--- src/rtl/hyperbus_cfg_init.sv ---
// hyperbus_cfg_init: replays a register-write table into the HyperBus controller after reset or on start_i,
// with optional masked readback verify and retries, then hands the register port to the system bus.
package hyperbus_cfg_init_pkg;
    typedef struct packed {
        logic [31:0] addr;
        logic        write;
        logic [31:0] wdata;
        logic [3:0]  wstrb;
        logic        valid;
    } reg_req_t;
    typedef struct packed {
        logic [31:0] rdata;
        logic        error;
        logic        ready;
    } reg_rsp_t;
endpackage

module hyperbus_cfg_init #(
    parameter int unsigned RegAddrWidth = 32,
    parameter int unsigned RegDataWidth = 32,
    parameter type reg_req_t = hyperbus_cfg_init_pkg::reg_req_t,
    parameter type reg_rsp_t = hyperbus_cfg_init_pkg::reg_rsp_t,
    parameter int unsigned NumEntries = 1,
    parameter logic [NumEntries-1:0][RegAddrWidth-1:0] InitAddr = '0,
    parameter logic [NumEntries-1:0][RegDataWidth-1:0] InitData = '0,
    parameter logic [NumEntries-1:0][RegDataWidth-1:0] VerifyMask = '0,
    parameter int unsigned MaxRetries = 2,
    localparam int unsigned IdxW = NumEntries > 1 ? $clog2(NumEntries) : 1
) (
    input  logic            clk_i,
    input  logic            rst_ni,
    input  logic            start_i,
    input  reg_req_t        sys_reg_req_i,
    output reg_rsp_t        sys_reg_rsp_o,
    output reg_req_t        hyp_reg_req_o,
    input  reg_rsp_t        hyp_reg_rsp_i,
    output logic            busy_o,
    output logic            done_o,
    output logic            error_o,
    output logic [IdxW-1:0] err_idx_o
);
    localparam int unsigned RW = MaxRetries > 0 ? $clog2(MaxRetries + 1) : 1;

    typedef enum logic [2:0] {RESET, WRITE, READ, PASS, ERROR} state_e;

    state_e                  state_q;
    logic [IdxW-1:0]         idx_q, err_idx_q;
    logic [RW-1:0]           retry_q;
    logic                    pend_q, done_q, error_q, busy_q;
    logic [RegAddrWidth-1:0] e_addr;
    logic [RegDataWidth-1:0] e_data, e_mask;
    logic                    thru, hs, last, match, take, wr;

    assign thru  = state_q == PASS || state_q == ERROR;
    assign wr    = state_q == WRITE;
    assign hs    = hyp_reg_rsp_i.ready;
    assign last  = idx_q == IdxW'(NumEntries - 1);
    assign match = ((hyp_reg_rsp_i.rdata ^ e_data) & e_mask) == '0;
    // Takeover waits for the bus to be idle or for the forwarded access to finish.
    assign take  = thru && (pend_q || start_i) && (!sys_reg_req_i.valid || hs);

    assign busy_o    = busy_q;
    assign done_o    = done_q;
    assign error_o   = error_q;
    assign err_idx_o = err_idx_q;

    always_comb begin
        e_addr = '0;
        e_data = '0;
        e_mask = '0;
        for (int i = 0; i < NumEntries; i++) begin
            if (idx_q == IdxW'(i)) begin
                e_addr = InitAddr[i];
                e_data = InitData[i];
                e_mask = VerifyMask[i];
            end
        end
        hyp_reg_req_o = '0;
        sys_reg_rsp_o = '0;
        if (thru) begin
            hyp_reg_req_o = sys_reg_req_i;
            sys_reg_rsp_o = hyp_reg_rsp_i;
        end else if (wr || state_q == READ) begin
            hyp_reg_req_o.valid = 1'b1;
            hyp_reg_req_o.write = wr;
            hyp_reg_req_o.addr  = e_addr;
            hyp_reg_req_o.wdata = wr ? e_data : '0;
            hyp_reg_req_o.wstrb = wr ? '1 : '0;
        end
    end

    always_ff @(posedge clk_i) begin
        if (!rst_ni) begin
            state_q   <= RESET;
            idx_q     <= '0;
            retry_q   <= '0;
            pend_q    <= 1'b0;
            done_q    <= 1'b0;
            error_q   <= 1'b0;
            err_idx_q <= '0;
            busy_q    <= 1'b0;
        end else begin
            case (state_q)
                RESET: begin
                    state_q <= WRITE;
                    busy_q  <= 1'b1;
                end
                WRITE: if (hs) begin
                    if (hyp_reg_rsp_i.error) begin
                        state_q   <= ERROR;
                        err_idx_q <= idx_q;
                        error_q   <= 1'b1;
                        done_q    <= 1'b1;
                        busy_q    <= 1'b0;
                    end else if (e_mask != '0) begin
                        state_q <= READ;
                    end else if (last) begin
                        state_q <= PASS;
                        retry_q <= '0;
                        done_q  <= 1'b1;
                        busy_q  <= 1'b0;
                    end else begin
                        idx_q   <= idx_q + IdxW'(1);
                        retry_q <= '0;
                    end
                end
                READ: if (hs) begin
                    if (!hyp_reg_rsp_i.error && match) begin
                        retry_q <= '0;
                        state_q <= last ? PASS : WRITE;
                        idx_q   <= last ? idx_q : idx_q + IdxW'(1);
                        done_q  <= last;
                        busy_q  <= !last;
                    end else if (!hyp_reg_rsp_i.error && retry_q < RW'(MaxRetries)) begin
                        retry_q <= retry_q + RW'(1);
                        state_q <= WRITE;
                    end else begin
                        state_q   <= ERROR;
                        err_idx_q <= idx_q;
                        error_q   <= 1'b1;
                        done_q    <= 1'b1;
                        busy_q    <= 1'b0;
                    end
                end
                default: begin
                    if (take) begin
                        state_q   <= WRITE;
                        idx_q     <= '0;
                        retry_q   <= '0;
                        pend_q    <= 1'b0;
                        done_q    <= 1'b0;
                        error_q   <= 1'b0;
                        err_idx_q <= '0;
                        busy_q    <= 1'b1;
                    end else if (start_i) begin
                        pend_q <= 1'b1;
                    end
                end
            endcase
        end
    end
endmodule
--- config.mk ---
export PLATFORM = sky130hd
export DESIGN_NAME = hyperbus_cfg_init
export DESIGN_NICKNAME = d
export VERILOG_FILES = /design/src/rtl/hyperbus_cfg_init.sv
export SDC_FILE = /design/constraint.sdc
export NUM_CORES = 1
export LEC_CHECK = 0
export CAP_MARGIN = 15
export CORE_AREA = 5 5 81 83
export CTS_CLUSTER_SIZE = 12
export DETAILED_ROUTE_END_ITERATION = 10
export DIE_AREA = 0 0 86 88
export PLACE_DENSITY = 0.82
export SYNTH_ARGS = -nofsm -noshare
export SYNTH_HDL_FRONTEND = slang
export SYNTH_SLANG_ARGS = --single-unit
export TNS_END_PERCENT = 10
--- constraint.sdc ---
create_clock -name clk_i -period 4.6 [get_ports clk_i]
set_input_delay 0.92 -clock clk_i [delete_from_list [all_inputs] [get_ports clk_i]]
set_output_delay 0.92 -clock clk_i [all_outputs]
set_load 0.01 [all_outputs]
==> key figures <==
Run status
  – Run status: completed

Route
  – Routed via count: 1907
  – Count of unresolved DRC violations after routing: 0
  – Routed WL: about 7.2 mm
  – DRC violation total after the first TritonRoute iteration: 36
  – Post-DR vias/cell: 4.14
  – Length of the first detailed-routing pass in iterations: 4
  – Remaining number of nets flagged by the antenna check after routing: 0
  – Wirelength per Cell: around 16 um

Die
  – Number of top-level pins: 215
  – Area of the core: 5780 um^2
  – Vert. Die Dim: between 80 and 90 um
  – Cell Rows: 28
  – Initial standard-cell utilization of the core: 0.209
  – Total Die Area: between 7000 and 8000 um^2
  – Width of the chip: 86 um

Synthesis
  – Adder-cell area share of the yosys netlist: 0
  – Yosys warning count: 0
  – Simple-Gate Fraction of Synth Area: 0.640
  – Post-synthesis sequential area ratio: 0.116
  – Netlist Area Pre-Place: about 1200 um^2
  – Synthesized-area fraction occupied by xor and xnor cells: 0.00724
  – Number of flip-flops and latches in the synthesized netlist: 7
  – Proportion of register bits with asynchronous set or reset after synthesis: 0
  – Main synth FF type: sky130_fd_sc_hd__dfxtp_1
  – EDFF count, synth: 0
  – Post-Synthesis Net Count: 291
  – Combinational family with the most area after synthesis: simple AND/OR/NAND/NOR gates
  – Netlist cell types: 27
  – Average size of a mapped cell: 6.58 um^2
  – Synthesized instance count: 184
  – Mux share of post-synthesis cell area: 0.00827
  – Share of the synthesized area in compound gates (AO/OA/AOI/OAI): 0.147

Finish
  – Final Net Count: 494
  – Number of diodes added for antenna fixing: 0
  – Fraction of final layout cells sized beyond drive strength 1: 0.0259
  – Synth-to-layout area growth: 181%
  – Final design area excluding fillers: about 3400 um^2

Timing
  – Total negative setup slack: 0 ns
  – Final max-slew violation count: 0
  – Worst slew margin relative to its limit: 0.550
  – Setup violation total in the final timing report: 0
  – Tightest Pin Transition: between 0.6 and 0.7 ns
  – Final hold violation count: 0
  – Time the final worst path needs with I/O delays and setup: 3.46 ns
  – Part of the cycle the worst path needs: 0.751
  – Setup repair after global routing missed its margin: no
  – Max Clk Rate: about 0.29 GHz
  – Worst clock skew: around 0.0064 ns

Clock tree
  – Clock Path Buffers: 2
  – Total of cells resized after clock tree synthesis: 0
  – Clock slew at reported path FFs: 0.04 ns
  – Clk_lat worst skew: 0.22 ns
  – Number of buffers added for setup after CTS: 0
  – Root buf cell: sky130_fd_sc_hd__clkbuf_8
  – Clock buffer count from CTS: 3
  – TritonCTS clock tree: yes
  – H-tree levels: 1
  – CTS Hold Bufs: 0
  – Clock sink total: 7

Worst setup path
  – Chain of cells forming the critical path: nor3b_4 > a21o_4 > and2_1 > clkdlybuf4s50_1
  – Kind of critical path: reg -> out
  – Delay of the slowest critical-path stage: 0.57 ns
  – Cell count of the worst reg-to-reg path: 4
  – Top fanout value on the critical path: 99
  – Worst Path Required: between 3 and 4 ns
  – Crit end category: output port
  – Crit-path leading delay family: simple AND/OR/NAND/NOR gates
  – CP startpoint kind: register
  – Crit Reg-Reg Startpoint: state_q[2]
  – Bufs and invs on worst path: 1
  – Worst reg2reg endpoint: error_o
  – Data arrival time of the worst path: roughly 2.5 ns
  – Levels on crit path: 4
  – Timing startpoint of the critical path: state_q[2]
  – Termination of the worst setup path: hyp_reg_req_o[57]
  – Standard cell with the maximum stage delay on the critical path: sky130_fd_sc_hd__a21o_4
  – Setup slack on the worst flop-to-flop path: around 2.6 ns

Global route
  – GR Overflow Total: 0
  – Initial antenna violation count: 0
  – Number of global-route vias before repair: roughly 1900
  – Wire length of the first global-routing pass: about 10 mm
  – Largest net degree at the start of global routing: 100
  – GRT Overall Usage: 0.170

Power and ir drop
  – Cell Pwr Density: between 100 and 150 nW/um^2
  – Lkg Pwr: between 1 and 1.5 nW
  – Peak supply drop: around 0.11 mV

Worst hold path
  – HP Class: reg -> reg

Place
  – Total cell area at the placement stage: between 3000 and 4000 um^2
  – HPWL after detailed placement: approximately 6.3 mm
  – Last weighted congestion value of the routability-driven placer: 0.840
  – Count of input and output buffers: between 200 and 250

Job
  – Maxcap violations: 0
-- stage by stage --
step / hold slack, ns / setup WS [ns] / util / cells / power, mW
2_1_floorplan: 0.499 / 2.40 / - / 184 / 0.191
3_3_place_gp: 0.452 / 1.44 / 0.580 / 457 / 0.392
3_5_place_dp: 0.456 / 1.38 / 0.580 / 457 / 0.395
4_1_cts: 0.464 / 1.14 / 0.588 / 461 / 0.482
5_1_grt: 0.480 / 0.967 / 0.588 / 461 / 0.507
6_report: 0.459 / 1.14 / 0.588 / 461 / 0.476
-- synth_stat cells, drive strengths merged, types with 2 or more instances --
cell type	number	share of area
dfxtp	7	0.12
or2	2	0.010
nand2	16	0.050
nand2b	2	0.010
a21oi	6	0.025
buf	5	0.038
nor2	4	0.012
and2	99	0.51
inv	3	0.0093
o21ai	11	0.045
o21a	3	0.019
nand3	3	0.012
clkbuf	10	0.031
nor2b	3	0.016
-- cell usage in the layout (no fill, tap or decap), types with 4 or more instances in the layout --
master,n
sky130_fd_sc_hd__a21oi_1,6
sky130_fd_sc_hd__and2_1,98
sky130_fd_sc_hd__clkdlybuf4s50_1,213
sky130_fd_sc_hd__dfxtp_1,7
sky130_fd_sc_hd__nand2_1,16
sky130_fd_sc_hd__nor2_1,4
sky130_fd_sc_hd__o21ai_0,11
-- worst reg2reg max path, delay by kind of cell, from the launching register on --
| family | cells | cell delay [ns] |
|---|---|---|
| flops | 1 | 0.52 |
| compound gates | 2 | 0.77 |
| simple gates | 2 | 0.57 |
-- cell families after synthesis --
logic type / after synthesis
DFF: 7
other: 1
AOI/OAI and AO/OA: 26
muxes: 1
xor gates and xnor gates: 1
and+or+nand+nor: 130
buffers and inverters: 18
-- sequential cells by signal, summed over array words and instances, names as in the netlist --
| register | cells |
|---|---|
| state_q | 3 |
| busy_o | 1 |
| done_o | 1 |
| error_o | 1 |
| pend_q | 1 |
-- cell type report --
class,instances,area (um^2)
Clock buffer,4,45.0
Fill cell,510,2380
Inverter,3,11.3
Multi-Input combinational cell,159,975
Sequential cell,7,140
Tap cell,75,93.8
Timing Repair Buffer,213,2130
-- worst min-delay path by stage --
stage	slack, ns	start	to	depth (start not counted)
3_3_place_gp	0.45	done_o	done_o	1
4_1_cts	0.46	done_o	done_o	1
3_5_place_dp	0.46	done_o	done_o	1
5_1_grt	0.48	done_o	done_o	1
2_1_floorplan	0.50	state_q[2]	pend_q	2
6_report	0.46	done_o	done_o	1
-- layer usage --
metal | vias up | routed length (um) | track usage
met5 | - | 0 | 0
met4 | 0 | 80 | 0.0288
met3 | 8 | 628 | 0.0593
met2 | 93 | 4030 | 0.330
met1 | 829 | 2490 | 0.177
li1 | 977 | - | -
-- report_power, final --
part           internal [mW]  switching [mW]
combinational          0.204           0.113
clock                 0.0597          0.0242
sequential            0.0667         0.00901
total                  0.330           0.146
No activity file was read; power rests on OpenSTA's default activity.
